--- src/rtl/seg_scan_scheduler.sv ---
// Time-multiplexed 7-segment scan scheduler: a small digit store plus an OFF/GAP/DRIVE sequencer.
// Optional build macro LEADING_ZERO_BLANK_EN suppresses leading zero digits (digit 0 always shown).
module seg_scan_scheduler #(
    parameter int DIGITS = 4,
    parameter int DWELL  = 1000,
    parameter int BLANK  = 16
) (
    input  logic              clk,
    input  logic              reset,
    input  logic              enable,
    input  logic              wr_en,
    input  logic [2:0]        wr_addr,
    input  logic [3:0]        wr_data,
    output logic [3:0]        digit_value,
    output logic [DIGITS-1:0] digit_sel,
    output logic              frame_tick
);

    typedef enum logic [1:0] {
        ST_OFF   = 2'd0,
        ST_GAP   = 2'd1,
        ST_DRIVE = 2'd2
    } state_t;

    state_t            state_r;
    state_t            state_nxt_s;
    logic [2:0]        idx_r;
    logic [2:0]        idx_nxt_s;
    logic [15:0]       cnt_r;
    logic [15:0]       cnt_nxt_s;
    logic [3:0]        store_r     [DIGITS];
    logic [3:0]        store_nxt_s [DIGITS];
    logic              tick_nxt_s;
    logic [DIGITS-1:0] sel_nxt_s;
    logic [3:0]        val_nxt_s;
    logic              lz_hide_s;

`ifdef LEADING_ZERO_BLANK_EN
    // True when any digit at index `from` or above holds a nonzero value.
    function automatic logic upper_nonzero(input logic [3:0] st [DIGITS], input logic [2:0] from);
        logic nz;
        nz = 1'b0;
        for (int i = 0; i < DIGITS; i++) begin
            if ((3'(i) >= from) && (st[i] != 4'd0)) begin
                nz = 1'b1;
            end else begin
                nz = nz;
            end
        end
        return nz;
    endfunction
`endif

    // Store image after this edge's write; out-of-range addresses match no entry.
    always_comb begin
        for (int i = 0; i < DIGITS; i++) begin
            if (wr_en && (wr_addr == 3'(i))) begin
                store_nxt_s[i] = wr_data;
            end else begin
                store_nxt_s[i] = store_r[i];
            end
        end
    end

    // Scan sequencer next-state logic.
    always_comb begin
        state_nxt_s = state_r;
        idx_nxt_s   = idx_r;
        cnt_nxt_s   = cnt_r;
        tick_nxt_s  = 1'b0;
        if (!enable) begin
            state_nxt_s = ST_OFF;
            idx_nxt_s   = 3'd0;
            cnt_nxt_s   = 16'd0;
        end else begin
            case (state_r)
                ST_OFF: begin
                    state_nxt_s = ST_GAP;
                    idx_nxt_s   = 3'd0;
                    cnt_nxt_s   = 16'd0;
                end
                ST_GAP: begin
                    if (cnt_r == 16'(BLANK - 1)) begin
                        state_nxt_s = ST_DRIVE;
                        cnt_nxt_s   = 16'd0;
                    end else begin
                        cnt_nxt_s = cnt_r + 16'd1;
                    end
                end
                ST_DRIVE: begin
                    if (cnt_r == 16'(DWELL - 1)) begin
                        state_nxt_s = ST_GAP;
                        cnt_nxt_s   = 16'd0;
                        if (idx_r == 3'(DIGITS - 1)) begin
                            idx_nxt_s  = 3'd0;
                            tick_nxt_s = 1'b1;
                        end else begin
                            idx_nxt_s = idx_r + 3'd1;
                        end
                    end else begin
                        cnt_nxt_s = cnt_r + 16'd1;
                    end
                end
                default: begin
                    state_nxt_s = ST_OFF;
                    idx_nxt_s   = 3'd0;
                    cnt_nxt_s   = 16'd0;
                end
            endcase
        end
    end

    // Output image for the next cycle, built from next state and the post-write store.
    always_comb begin
`ifdef LEADING_ZERO_BLANK_EN
        lz_hide_s = (idx_nxt_s != 3'd0) && !upper_nonzero(store_nxt_s, idx_nxt_s);
`else
        lz_hide_s = 1'b0;
`endif
        val_nxt_s = 4'd0;
        for (int i = 0; i < DIGITS; i++) begin
            if ((state_nxt_s == ST_DRIVE) && !lz_hide_s && (idx_nxt_s == 3'(i))) begin
                sel_nxt_s[i] = 1'b1;
                val_nxt_s    = store_nxt_s[i];
            end else begin
                sel_nxt_s[i] = 1'b0;
            end
        end
    end

    // State, store and output registers.
    always_ff @(posedge clk) begin
        if (reset) begin
            state_r     <= ST_OFF;
            idx_r       <= 3'd0;
            cnt_r       <= 16'd0;
            digit_sel   <= '0;
            digit_value <= 4'd0;
            frame_tick  <= 1'b0;
            for (int i = 0; i < DIGITS; i++) begin
                store_r[i] <= 4'd0;
            end
        end else begin
            state_r     <= state_nxt_s;
            idx_r       <= idx_nxt_s;
            cnt_r       <= cnt_nxt_s;
            digit_sel   <= sel_nxt_s;
            digit_value <= val_nxt_s;
            frame_tick  <= tick_nxt_s;
            for (int i = 0; i < DIGITS; i++) begin
                store_r[i] <= store_nxt_s[i];
            end
        end
    end

endmodule
--- config.mk ---
export PLATFORM = sky130hd
export DESIGN_NAME = seg_scan_scheduler
export DESIGN_NICKNAME = d
export VERILOG_FILES = /design/src/rtl/seg_scan_scheduler.sv
export SDC_FILE = /design/constraint.sdc
export NUM_CORES = 1
export LEC_CHECK = 0
export CAP_MARGIN = 30
export CELL_PAD_IN_SITES_DETAIL_PLACEMENT = 0
export CELL_PAD_IN_SITES_GLOBAL_PLACEMENT = 1
export CORE_MARGIN = 5
export CORE_UTILIZATION = 39
export CTS_CLUSTER_SIZE = 28
export DETAILED_ROUTE_END_ITERATION = 16
export GPL_ROUTABILITY_DRIVEN = 0
export PLACE_DENSITY_LB_ADDON = 0.1
export SYNTH_ARGS = -nofsm -noshare
export SYNTH_HDL_FRONTEND = slang
export SYNTH_SLANG_ARGS = --single-unit
export TNS_END_PERCENT = 5
--- constraint.sdc ---
create_clock -name clk -period 2.4 [get_ports clk]
set_clock_uncertainty 0.05 [all_clocks]
set_input_delay 0.48 -clock clk [delete_from_list [all_inputs] [get_ports clk]]
set_output_delay 0.48 -clock clk [all_outputs]
set_load 0.1 [all_outputs]
==> summary.txt <==
==================================================================================================
Count of mapped cells out of synthesis                                                         241
First DRT Iteration DRCs                                                                        69
Commonest cells after routing, fill and taps aside                                    buf_4, dfxtp_1, nor2_1
CTS tree                                                                                      done
Maximum resistive drop on vdd                                                            0.2574 mV
Worst path arrival time                                                                    2.85 ns
Final Hold Fails                                                                                 0
Fraction of power spent switching nets                                                      0.2346
Share of synthesized flip-flops with an asynchronous set or reset                                0
Type of element capturing the critical path                                                   flop
Clock sinks                                                                                     46
Cell Count Post-Placement                                                                      365
First-pass GRT wire length                                                                8.480 mm
Fraction of final layout cells sized beyond drive strength 1                                0.2691
Register area share after synthesis                                                         0.4254
Sequential share of power                                                                    0.582
Boundary Pins                                                                                   20
Combinational share of power                                                                 0.062
Leakage Power                                                                             1.110 nW
Number of cells traversed by the worst register-to-register path                                 8
Count of maximum capacitance violations                                                          0
Synth Cell Area                                                                       0.002165 mm2
Data required time of the worst path                                                       2.55 ns
Detailed Routing Iterations Pass 1                                                               4
Multi-input combinational cell area                                                   0.001222 mm2
Violations in the final reports                                                       negative setup slack
Aggregate negative setup slack                                                           -1.769 ns
Setup repair after global routing missed its margin                                           true
DR WL/cell                                                                                13.32 um
# Post-CTS Setup Buffers                                                                         0
Period Utilization, post-route                                                               1.122
Total power                                                                               1.326 mW
All-Layer GR Usage                                                                          0.1464
Number of synthesized flops with an enable pin                                                   0
Worst-Margin Slew                                                                        0.5290 ns
Synthesis-to-finish area growth                                                             32.66%
Power density of the placed cells                                                     461.7 mW/mm2
Post-route design area                                                                0.002872 mm2
Filler cells                                                                                   534
Yosys reg bits                                                                                  46
Initial antenna violation count                                                                  0
Number of cells on the worst hold path                                                           2
Total vias in the final route                                                                 1860
Class of the most critical hold timing path                                           flop to flop
Unique masters post-synth                                                                       51
Clk Tree Root Cell                                                                        clkbuf_8
Maximum root-to-sink buffer count                                                                2
Number of endpoints failing setup at the final stage                                             8
Setup WS post-layout                                                                    -0.2937 ns
Clock transition time at the flip-flop clock pins of the worst setup and hold paths        0.09 ns
Core box area                                                                         0.005439 mm2
Result of the run                                                                     complete, but fails checks
Number of clock buffers inserted by TritonCTS                                                    5
Routed via count divided by cell count                                                       4.987
Cell area after placement                                                             0.002735 mm2
Fin. max-slew vios                                                                               0
Combined flip-flop and latch cell area                                                   923.4 um2
Reg2reg setup slack                                                                       -0.29 ns
Number of warnings printed during yosys synthesis                                                0
Post-synthesis net count                                                                       258
Switching power of the nets                                                               311.0 uW
Post-Synthesis Mean Instance Area                                                        8.982 um2
Max H-tree Level                                                                                 2
Clock power frac                                                                             0.356
Reg2Reg Launch Point                                                                      cnt_r[1]
Final cell count without fillers                                                               373
Site row count                                                                                  27
DIE AREA                                                                              0.007140 mm2
Endpoint of the lowest-slack register-to-register path                                digit_value[3]
Die height                                                                                84.50 um
Initial Util                                                                                0.3980
Overall overflow remaining after global route                                                    0
Prevailing post-synth register cell                                                        dfxtp_1
Diodes inserted                                                                                  0
Internal power contribution                                                               1.015 mW
DRC                                                                                              0
Largest net degree at the start of global routing                                               17
Worst skew pair latency                                                                    0.30 ns
Width of the chip                                                                         84.50 um
Final worst path period need                                                              2.694 ns
Final #Nets                                                                                    317
Half-perimeter wire length after detailed placement                                       3.725 mm
Termination of the worst setup path                                                   digit_value[3]
Setup crit start kind                                                                         flop
Leading cell type in the layout, fill and taps excluded                                      buf_4
Critical path fanouts, max                                                                       3
Port Buffers                                                                                    19
Max frequency                                                                            371.2 MHz
Worst max-slew margin expressed relative to the limit                                       0.6441
Total routed wirelength                                                                   4.969 mm
Source of the critical timing path                                                        cnt_r[1]
Critical path start-end classification                                                flop to flop
Tightest hold margin                                                                     0.4045 ns
Number of global-route vias before repair                                                     1800
Post-route antenna net violation count                                                           0
==================================================================================================
[timing repair]
action	4_1_cts	5_1_grt
setup endpoints to repair	22	24
pin swaps	2	0
resized for setup	8	3
hold buffers	0	0
[state kept, by name, summed over array words and instances, names as in the netlist]
register	flops
store_r	16
cnt_r	16
digit_sel	4
frame_tick	1
digit_value	4
idx_r	3
state_r	2
[cell type report]
| type | instances | area share |
|---|---|---|
| Tap cell | 72 | 0.03137 |
| Inverter | 6 | 0.007843 |
| Multi-Input combinational cell | 176 | 0.4257 |
| Clock buffer | 5 | 0.02397 |
| Sequential cell | 46 | 0.3216 |
| Timing Repair Buffer | 65 | 0.1830 |
| Clock inverter | 3 | 0.006536 |
[worst min path at each step]
stage	slack (ns)	start	endpoint
2_1_floorplan	0.37	cnt_r[0]	cnt_r[0]
3_3_place_gp	0.39	store_r[1][2]	store_r[1][2]
3_5_place_dp	0.40	store_r[1][0]	store_r[1][0]
4_1_cts	0.41	store_r[1][0]	store_r[1][0]
5_1_grt	0.43	store_r[1][2]	store_r[1][2]
6_report	0.40	store_r[1][0]	store_r[1][0]
[through the flow]
stage	worst slack [ns]	utilization
finish	-0.2937	0.5280
global route	-0.4016	0.5280
CTS	-0.2886	0.5261
detailed placement	-0.3552	0.5029
global placement	-0.3554	0.5029
floorplan	-0.2662	-
[worst max-delay path, cell delays in order (launching register included)]
cell and delay (ns):
dfxtp_2 0.36, ha_4 0.13, or4bb_1 0.42, or4_4 0.53, a32o_2 0.28, a211oi_4 0.22, and3_4 0.23, nand2b_1 0.10
o32ai_1 0.27
[synthesized netlist by cell type, drive strengths merged, types with 4 or more instances]
cell     n  area share
or4      4       0.016
nor3b    6       0.021
clkbuf  10       0.018
a21oi    5       0.012
xor2     6       0.024
nand2   21       0.036
nor2    38       0.066
inv      6       0.010
ha       6       0.035
nand4b   4       0.016
nand3    9       0.021
mux2i   16       0.074
xnor2    8       0.032
nand2b   4       0.012
dfxtp   46        0.43
and3     4       0.012
[per-layer routing]
metal / up-vias / track usage / part of all wire
li1: 964 / - / -
met1: 854 / 0.2004 / 0.49
met2: 35 / 0.2206 / 0.44
met3: 7 / 0.04122 / 0.051
met4: 0 / 0.05036 / 0.014
met5: - / 0 / 0
[power by group through the flow]
stage,clock [mW],combinational (mW),sequential (mW)
after floorplan,0,0.0368,0.790
after global placement,0,0.0817,0.790
after detailed placement,0,0.0797,0.790
after CTS,0.498,0.0813,0.772
after global routing,0.536,0.0893,0.773
final,0.472,0.0817,0.772
[cells by family (layout without fill, tap and decap cells)]
logic type	after synthesis	count (layout)	share of synthesized area
AO/OA/AOI/OAI	25	25	0.09076
adder cells (fa/ha/maj)	6	6	0.03468
AND/OR/NAND/NOR	115	115	0.2838
buffers and inverters	19	79	0.03468
XOR/XNOR	14	14	0.05665
multiplexers	16	16	0.07399
flip-flops	46	46	0.4254
No activity file was read; power rests on OpenSTA's default activity.
